### src/rtl/pulse_pacer_pkg.sv
// rtl/pulse_pacer_pkg.sv - shared types and helpers for the pulse pacer
package pulse_pacer_pkg;

  typedef enum logic {
    IDLE  = 1'b0,
    SPACE = 1'b1
  } pacer_state_t;

  // Smallest safe GAP when feeding a pulse synchronizer whose slow clock is
  // fast_ratio times slower: three slow periods plus two cycles of margin.
  function automatic int pacer_gap_min(input int fast_ratio);
    return 3 * fast_ratio + 2;
  endfunction

endpackage

### src/rtl/sat_updown_cnt.sv
// rtl/sat_updown_cnt.sv - saturating up/down counter with lost-increment flag
module sat_updown_cnt #(
  parameter int W = 4
) (
  input  logic         clk,
  input  logic         reset,
  input  logic         inc,
  input  logic         dec,
  input  logic         clr,
  output logic [W-1:0] count,
  output logic         sat_hit
);

  localparam logic [W-1:0] MAX = '1;

  // An increment is lost only when it is not cancelled by a decrement.
  assign sat_hit = inc && !dec && !clr && (count == MAX);

  // Count register: clamps at both ends instead of wrapping.
  always_ff @(posedge clk) begin
    if (reset) begin
      count <= '0;
    end else if (clr) begin
      count <= '0;
    end else if (inc && !dec && (count != MAX)) begin
      count <= count + W'(1);
    end else if (dec && !inc && (count != '0)) begin
      count <= count - W'(1);
    end
  end

endmodule

### src/rtl/pulse_pacer.sv
// rtl/pulse_pacer.sv - queues event pulses and re-emits them with minimum spacing
module pulse_pacer
  import pulse_pacer_pkg::*;
#(
  parameter int GAP   = 8,
  parameter int CNT_W = 4
) (
  input  logic             clk,
  input  logic             reset,
  input  logic             in,
  input  logic             clear,
  output logic             out,
  output logic [CNT_W-1:0] pending,
  output logic             overflow,
  output logic             busy
);

  localparam int GW = (GAP > 2) ? $clog2(GAP - 1) : 1;
  localparam logic [GW-1:0] GAP_LOAD = GW'(GAP - 2);

  pacer_state_t  state_q, state_d;
  logic [GW-1:0] gap_q, gap_d;
  logic          fire;
  logic          sat_hit;
  logic          inc;

  // Events arriving with clear are dropped along with the queue.
  assign inc = in && !clear;

  sat_updown_cnt #(.W(CNT_W)) u_cnt (
    .clk     (clk),
    .reset   (reset),
    .inc     (inc),
    .dec     (fire),
    .clr     (clear),
    .count   (pending),
    .sat_hit (sat_hit)
  );

  // Next state: fire from IDLE when work is queued, then hold off GAP-1 cycles.
  always_comb begin
    state_d = state_q;
    gap_d   = gap_q;
    fire    = 1'b0;
    case (state_q)
      IDLE: begin
        if ((pending != '0) && !clear) begin
          fire    = 1'b1;
          state_d = SPACE;
          gap_d   = GAP_LOAD;
        end
      end
      SPACE: begin
        if (gap_q == '0) begin
          state_d = IDLE;
        end else begin
          gap_d = gap_q - GW'(1);
        end
      end
      default: state_d = IDLE;
    endcase
  end

  // State and gap counter; clear leaves them alone so spacing survives a flush.
  always_ff @(posedge clk) begin
    if (reset) begin
      state_q <= IDLE;
      gap_q   <= '0;
    end else begin
      state_q <= state_d;
      gap_q   <= gap_d;
    end
  end

  // Registered pulse output and sticky overflow flag.
  always_ff @(posedge clk) begin
    if (reset) begin
      out      <= 1'b0;
      overflow <= 1'b0;
    end else begin
      out <= fire;
      if (clear) begin
        overflow <= 1'b0;
      end else if (sat_hit) begin
        overflow <= 1'b1;
      end
    end
  end

  assign busy = (pending != '0) || (state_q != IDLE) || out;

endmodule

### config.mk
export PLATFORM = sky130hd
export DESIGN_NAME = pulse_pacer
export DESIGN_NICKNAME = d
export VERILOG_FILES = /design/src/rtl/pulse_pacer_pkg.sv /design/src/rtl/sat_updown_cnt.sv /design/src/rtl/pulse_pacer.sv
export SDC_FILE = /design/constraint.sdc
export NUM_CORES = 1
export LEC_CHECK = 0
export BUFFER_PORTS_ARGS = -buffer_cell sky130_fd_sc_hd__buf_4
export CORE_AREA = 2 2 39 41
export CTS_CLUSTER_DIAMETER = 200
export DETAILED_ROUTE_END_ITERATION = 10
export DIE_AREA = 0 0 41 43
export PLACE_DENSITY = 0.69
export SLEW_MARGIN = 0
export SYNTH_ARGS = -nofsm -noshare
export SYNTH_HDL_FRONTEND = slang
export SYNTH_SLANG_ARGS = --single-unit
### constraint.sdc
create_clock -name clk -period 2.34 [get_ports clk]
set_clock_uncertainty 0.05 [all_clocks]
set_input_delay 0.117 -clock clk [delete_from_list [all_inputs] [get_ports clk]]
set_output_delay 0.117 -clock clk [all_outputs]
set_load 0.02 [all_outputs]
==> flow_results.org, run 1 <==
** Outcome
- Outcome :: finished, final reports clean

** Global route
- In the global route stage, overall resource usage came out at 19.8%.
- The first global-routing pass estimated 2.30 mm of wire.
- Entering global routing, the biggest net connects 12 pins.
- Via count of the first global-routing pass :: 521
- Overflow left after global routing :: 0
- Number of antenna violations at the first check in global routing :: 0

** Setup path
- Of all nets on the critical path, the largest fanout is 5.
- Critical path start-end classification :: flip-flop to flip-flop
- Max incr delay on CP :: 400 ps
- The worst setup path is captured at a flip-flop.
- WP data arrival :: 2270 ps
- The kind of cell with the highest combined delay along the critical path is compound AO/OA/AOI/OAI gates.
- STA puts the critical path data required time at 2510 ps.
- Critical path launch point type :: flip-flop
- Series of cell instances along the critical path :: nor4_4, o2111ai_1, ha_1, a21oi_1, a2111oi_1, mux2i_1, nand3_1
- Counting both buffers and inverters, the worst setup path holds a total of 0.
- The largest individual stage delay along the critical path comes from the cell sky130_fd_sc_hd__a2111oi_1.

** Finish
- Once layout is done, the placed cells without fillers occupy 779 sq um.
- The area growth from synthesis to layout is 22.6%.
- Antenna Diode Count :: 0
- Share of final-layout standard cells stronger than drive strength 1 :: 26.7%
- Area taken by flip-flops and latches :: 200 sq um
- For this run, the post-layout net count is 96.
- The multi-input combinational cells in the finished layout cover a total of 392 sq um.
- Counting the fill cells in the layout gives 134.

** Timing
- Unrepaired setup endpoints after global routing :: false
- The hold violation count in the final report came to 0.
- Post-layout min period :: 2100 ps
- In this run the tightest slew margin relative to its limit is 71.9%.
- For the pin with the worst max-slew slack, the measured transition is 420 ps.
- Setup TNS after final layout :: 0 ps
- Maximum clock frequency :: 476 MHz
- The number of max-slew violations in the final report came to 0.
- In the finished design, the share of the clock period the worst path needs comes to 89.8%.
- Setup violations remaining at the end of the flow were counted as 0.

** Drt
- The final route contains 579 vias.
- Detailed Route Iter0 Violations :: 6
- After detailed routing, the number of remaining DRC violations is 0.
- 1st-pass router iterations :: 4
- Routed wirelength normalized by instance count :: 12.8 um
- Summed over all layers, the routed wires come to 1.31 mm.
- Post-DRT Antenna Nets :: 0
- After detailed routing, the number of vias per cell comes to 5.68.

** Job
- Max-cap violations in this run came to 0.

** Synthesis
- After synthesis, the mean cell area works out to 8.95 sq um.
- Sequential cells were found to cover 31.5% of the synthesized design area.
- Cell taking the most area after synthesis :: sky130_fd_sc_hd__dfxtp_1
- Synth area leaders :: sky130_fd_sc_hd__dfxtp_1, sky130_fd_sc_hd__ha_1, sky130_fd_sc_hd__mux2i_1
- Number of warnings reported in the yosys synthesis log :: 0
- Post-synthesis net count :: 80
- Post-synth design cell area :: 636 sq um
- After technology mapping, the gate count stands at 71.
- Summed over its instances, the top area cell type makes up 31.5% of the synthesized netlist area.
- After synthesis, the netlist uses 31 different library cells.
- After synthesis the netlist holds a flip-flop and latch count of 10.

** Die
- In this run the horizontal extent of the chip is 41 um.
- 11 I/O pins were placed.
- Number of rows in the core area :: 14
- Die Outline Area :: 1760 sq um
- The floorplan step set the die height to 43 um.
- The initial utilization of the core area, before any placement, comes to 45.9%.
- The region available for standard cell placement spans 1380 sq um.

** Clocking
- Buffer cell driving the clock tree root :: sky130_fd_sc_hd__clkbuf_4
- The number of setup buffers added after CTS is 0.
- Max H-tree Level :: 1
- Clock tree synthesis found a total of 10 sinks.
- Number of CTS-inserted buffers :: 3
- Clock-pin slew was measured on the worst setup and hold paths at 70 ps.
- Gates resized during post-CTS repair numbered 0.
- Longest Clk Path Bufs :: 2
- In this run, post-CTS hold repair placed 0 buffers.
- Clock tree from TritonCTS :: yes
- The clock reaches the later pin of the worst-skew pair after 280 ps.

** Place
- In this run the cell area measured after placement is 742 sq um.
- Once detailed placement completed, the half-perimeter wirelength came to 969 um.
- The congestion estimate from routability-driven global placement came to 0.779.
- Input and output buffers added on the ports amount to 10.

** Pwr
- Power spread over the standard cell area amounts to 984 nW/um^2.
- The analysis attributes to cell leakage a power of 0.328 nW.
- VDD sags by at most 472 uV.

** Min path
- In this run the worst hold path is classified as input pin to flip-flop.
## Yosys cell counts, drive strengths merged
master   number
o311ai        1
dfxtp        10
ha            4
a221oi        1
a2111oi       2
o221ai        1
nor2          5
inv           7
clkbuf        2
a41oi         1
a21oi         4
and2          1
nand3         3
nand2         7
mux2i         5
xor2          1
nand4         2
nor4          2
o2111ai       1
nor3          1
a31o          1
buf           1
and3          1
o21a          1
fa            1
or3           2
a31oi         1
nand4b        1
o21ai         1
## placed cells by master, fill, tap and decap left out
cell type                    n
sky130_fd_sc_hd__buf_4      14
sky130_fd_sc_hd__dfxtp_1    10
sky130_fd_sc_hd__inv_1       7
sky130_fd_sc_hd__nand2_1     7
sky130_fd_sc_hd__nor2_1      5
sky130_fd_sc_hd__mux2i_1     5
sky130_fd_sc_hd__a21oi_1     4
sky130_fd_sc_hd__ha_1        4
sky130_fd_sc_hd__nand3_1     3
sky130_fd_sc_hd__clkbuf_4    3
sky130_fd_sc_hd__nand4_1     2
sky130_fd_sc_hd__nor4_4      1
sky130_fd_sc_hd__o2111ai_1   1
sky130_fd_sc_hd__or3_1       1
sky130_fd_sc_hd__and3_1      1
sky130_fd_sc_hd__a41oi_1     1
sky130_fd_sc_hd__nor3_1      1
sky130_fd_sc_hd__a2111oi_0   1
sky130_fd_sc_hd__a2111oi_1   1
sky130_fd_sc_hd__nor4_1      1
sky130_fd_sc_hd__and2_1      1
sky130_fd_sc_hd__nand4b_1    1
sky130_fd_sc_hd__o21a_1      1
sky130_fd_sc_hd__a221oi_2    1
sky130_fd_sc_hd__o21ai_0     1
sky130_fd_sc_hd__xor2_1      1
sky130_fd_sc_hd__o311ai_0    1
sky130_fd_sc_hd__o221ai_2    1
sky130_fd_sc_hd__or3_2       1
sky130_fd_sc_hd__a31oi_1     1
sky130_fd_sc_hd__a31o_2      1
sky130_fd_sc_hd__fa_1        1
sky130_fd_sc_hd__clkbuf_8    1
## sequential cells by signal, summed over array words and instances (netlist names)
signal,count
state_q,1
u_cnt.count,4
out,1
overflow,1
gap_q,3
## path summary, 6_finish.rpt
kind | startpoint | endpoint | slack, ps | cells after the start
hold reg to reg | gap_q[0] | gap_q[0] | 430 | 2
setup / recovery | u_cnt.count[0] | u_cnt.count[3] | 240 | 7
hold / removal | clear | overflow | 20 | 2
setup reg to reg | u_cnt.count[0] | u_cnt.count[3] | 240 | 7
## power by group
part           total, W  switching, W  internal [W]
logic          0.000366      0.000198      0.000168
registers      0.000241     0.0000378      0.000203
clock network  0.000160     0.0000653     0.0000947
total          0.000767      0.000301      0.000466
## logic make-up (layout without fill, tap and decap cells)
group                      after synthesis  in the layout  share of synthesized area, %
xor gates and xnor gates                 1              1                          1.38
and+or+nand+nor                         25             25                          22.0
AOI/OAI and AO/OA                       15             15                          19.1
DFF                                     10             10                          31.5
adders and majority gates                5              5                          11.0
buffers and inverters                   10             25                          7.09
muxes                                    5              5                          7.87
## metal layers
layer	wire length, um	GRT usage [%]
met5	0	0
met4	57	16.0
met3	30	1.57
met2	618	26.6
met1	599	27.7
## area by class of cell
cell class	instances	area share, %
multi-input combinational	51	50.2
inverter	7	3.37
tap	16	2.57
clock buffer	4	4.65
timing repair buffer	14	13.5
sequential	10	25.7
## worst reg2reg max path: cells and delay by family (launching register included)
kind / cells / cell delay (ps)
AOI/OAI and AO/OA: 3 / 720
adders and majority gates: 1 / 380
and+or+nand+nor: 2 / 440
muxes: 1 / 130
DFF: 1 / 340
## stage by stage
stage	instances	utilization, %	hold slack, ps	power (W)	setup WS, ps
after CTS	102	56.2	22.4	0.000771	209
after detailed placement	98	53.6	312	0.000611	221
after global placement	98	53.6	311	0.000608	304
after global routing	102	56.3	45.2	0.000820	38.2
after floorplan	71	-	146	0.000506	116
final	102	56.3	20.3	0.000767	238
Power figures use the tool's default switching activity.
==> run 2, diff against run 1 <==
--- a/config.mk
+++ b/config.mk
@@ -10,6 +10,7 @@
 export CTS_CLUSTER_DIAMETER = 200
 export DETAILED_ROUTE_END_ITERATION = 10
 export DIE_AREA = 0 0 41 43
+export HOLD_SLACK_MARGIN = 0.15
 export PLACE_DENSITY = 0.69
 export SLEW_MARGIN = 0
 export SYNTH_ARGS = -nofsm -noshare
==> run 2 against run 1 <==
Against the previous run:
- flip-flop and latch count stayed put
- global-route usage is 0.61 points higher
- worst setup slack better by 5.8 ps
- cell count up 2.9%
- first-iteration DRC count increased by 83%
- critical path type unchanged
- largest cell class unchanged
- largest power group unchanged
==> flow_results.org, run 2 (synthesis gave the netlist of run 1 again) <==
** Timing
- Unrepaired setup endpoints after global routing :: false (unchanged)
- The worst slew slack as a fraction of its limit is 72.0% (was 71.9%).
- Final hold violation count :: 0 (unchanged)
- The accumulated negative setup slack came to 0 ps (unchanged).
- The hold slack came to 185 ps (was 20.3 ps).
- Setup violators final :: 0 (unchanged)
- The number of max-slew violations in the final report is 0 (unchanged).
- The final critical-path share of the clock period was 89.6% (was 89.8%).
- Post-layout min period :: 2100 ps (about the same)
- Maximum clock frequency :: 477 MHz (was 476 MHz)
- Transition time at the pin with the least slew margin :: 419 ps (was 420 ps)

** Finish
- The number of flip-flops under the largest register name was 4 (unchanged).
- Share of final-layout standard cells stronger than drive strength 1 :: 25.8% (was 26.7%)
- Most common cell after layout, fill and taps aside :: sky130_fd_sc_hd__buf_4 (unchanged)
- The footprint of the flip-flops and latches is 200 sq um (unchanged).
- Most used cells in the layout excluding fill and tap cells: sky130_fd_sc_hd__buf_4, sky130_fd_sc_hd__dfxtp_1, sky130_fd_sc_hd__inv_1, sky130_fd_sc_hd__nand2_1 (unchanged).
- Total Nets Final :: 99 (was 96)
- Largest registers in the final layout: u_cnt.count x4, gap_q x3 (unchanged).
- The final antenna diode count came to 0 (unchanged).
- The footprint of the multi-input gates was 392 sq um (unchanged).
- Number of fill cells in the layout :: 131 (was 134)
- The area overhead of the layout relative to synthesis is 27.4% (was 22.6%).
- The filler-free cell count of the finished design is 105 (was 102).
- Top register by number of flip-flops :: u_cnt.count (unchanged)

** Setup path
- Critical Path Fanout Max :: 5 (unchanged)
- WP data arrival :: 2260 ps (was 2270 ps)
- Max incr delay on CP :: 400 ps (about the same)
- Cell with the largest stage delay on the worst path :: sky130_fd_sc_hd__a2111oi_1 (unchanged)
- The type of element capturing the critical path was a flip-flop (unchanged).
- Critical path launch point type :: flip-flop (unchanged)
- The category of the critical setup timing path was flip-flop to flip-flop (unchanged).
- The required time of the worst setup path is 2510 ps (about the same).
- The family with the most delay on the worst path was compound AO/OA/AOI/OAI gates (unchanged).
- Crit path buf inv count :: 0 (unchanged)
- Series of cell instances along the critical path: nor4_4, o2111ai_1, ha_1, a21oi_1, a2111oi_1, mux2i_1, nand3_1 (unchanged).

** Global route
- Grt peak-use layer :: met2 (was met1)
- Number of antenna violations at the first check in global routing :: 0 (unchanged)
- Maximum number of pins on one net before global-route repair :: 12 (unchanged)
- The met3 track utilization from global routing was 1.57% (unchanged).
- The fraction of met1 tracks used by global routing came to 27.1% (was 27.7%).
- The total global routing overflow came to 0 (unchanged).
- The routing usage on met2 was 29.1% (was 26.6%).
- Via count of the first global-routing pass :: 538 (was 521)
- Global routing usage summed across all routing layers :: 20.4% (was 19.8%)
- The first-pass GRT wire length was 2.37 mm (was 2.30 mm).

** Drt
- Routed wirelength normalized by instance count :: 12.7 um (was 12.8 um)
- Detailed Route Iter0 Violations :: 11 (was 6)
- Number of vias in the routed layout :: 583 (was 579)
- The first-pass iteration count of the detailed router is 4 (unchanged).
- Number of vias per cell after detailed routing :: 5.55 (was 5.68)
- The final antenna-violating net count was 0 (unchanged).
- The count of unresolved DRC violations after routing was 0 (unchanged).
- Final wirelength :: 1.34 mm (was 1.31 mm)

** Place
- # port buffers :: 10 (unchanged)
- Placed wire-length estimate after detailed placement :: 969 um (unchanged)
- The number of instances in the placed design was 98 (unchanged).
- Routability congestion estimate :: 0.779 (unchanged)

** Pwr
- The total power after layout is 0.000769 W (was 0.000767 W).
- The power density over cell area is 949 nW/um^2 (was 984 nW/um^2).
- The worst-case vdd ir drop was 469 uV (was 472 uV).
- Total leakage power :: 0.343 nW (was 0.328 nW)

** Clocking
- Buffer cell driving the clock tree root :: sky130_fd_sc_hd__clkbuf_4 (unchanged)
- The clock net sink count was 10 (unchanged).
- The clock buffer count from CTS came to 3 (unchanged).
- Setup Buffers After CTS :: 0 (unchanged)
- Clock tree from TritonCTS :: yes (unchanged)
- The level count of the clock H-tree is 1 (unchanged).
- Longest Clk Path Bufs :: 2 (unchanged)
- Insertion delay of the later-clocked pin in the worst-skew pair :: 280 ps (about the same)
- Clock transition at the register clock pins on the worst setup and hold paths after CTS :: 70 ps (about the same)

** Die
- The number of standard-cell rows in the floorplan is 14 (unchanged).
- Core Area :: 1380 sq um (unchanged)
- Height of the die :: 43 um (unchanged)
- The starting density of the core was 45.9% (unchanged).
- The total die area came to 1760 sq um (unchanged).
- The overall die width is 41 um (unchanged).
- The number of top-level pins is 11 (unchanged).

** Outcome
- Outcome: finished, final reports clean (unchanged).

** Min path
- The worst min-delay path class was input pin to flip-flop (unchanged).

** Job
- The max-cap violation count was 0 (unchanged).
-- run 2: changes by cell type in the layout (fill, tap and decap cells not counted), sizes merged --
cell	previous run	this run
dlygate4sd3	0	3
-- run 2: metrics by stage --
step / util (%) / instance area [sq um] / setup WS, ps
final: 58.5 / 810 / 243
after detailed placement: 53.6 / 742 / 221
after global placement: 53.6 / 742 / 304
after CTS: 58.4 / 808 / 209
after global routing: 58.5 / 810 / 38.2
after floorplan: - / 636 / 116
-- run 2: worst reg2reg max path: stages, from the launching register on --
cell and delay, ps:
sky130_fd_sc_hd__dfxtp_1 340, sky130_fd_sc_hd__nor4_4 360, sky130_fd_sc_hd__o2111ai_1 210, sky130_fd_sc_hd__ha_1 380
sky130_fd_sc_hd__a21oi_1 100, sky130_fd_sc_hd__a2111oi_1 400, sky130_fd_sc_hd__mux2i_1 130, sky130_fd_sc_hd__nand3_1 80
-- run 2: cell type report --
type / instances / share of cell area [%]
clock buffer: 4 / 4.48
inverter: 7 / 3.25
multi-input combinational: 51 / 48.4
sequential: 10 / 24.7
tap: 16 / 2.47
timing repair buffer: 17 / 16.7
-- run 2: final timing paths --
check	startpoint	end	slack, ps	cells past startpoint
max	u_cnt.count[0]	u_cnt.count[3]	240	7
min	in	u_cnt.count[3]	190	4
max reg2reg	u_cnt.count[0]	u_cnt.count[3]	240	7
min reg2reg	gap_q[0]	gap_q[0]	430	2
-- run 2: layer usage --
layer	share of wire, %	up-vias	wire length, um
li1	-	299	-
met3	2.0	4	27
met4	4.3	0	57
met2	49	12	658
met1	44	268	593
met5	0	-	0
-- run 2: where the power goes --
part / total [W] / leakage, nW / switching, W / internal [W]
logic: 0.000368 / 0.241 / 0.000198 / 0.000170
registers: 0.000241 / 0.0816 / 0.0000379 / 0.000203
clock network: 0.000159 / 0.0210 / 0.0000647 / 0.0000947
total: 0.000769 / 0.343 / 0.000300 / 0.000468
-- run 2: repair_timing --
action,CTS,global route
endpoints found under the setup margin,0,1
hold buffers,3,0
endpoints found under the hold margin,7,0
gates resized for setup,0,1
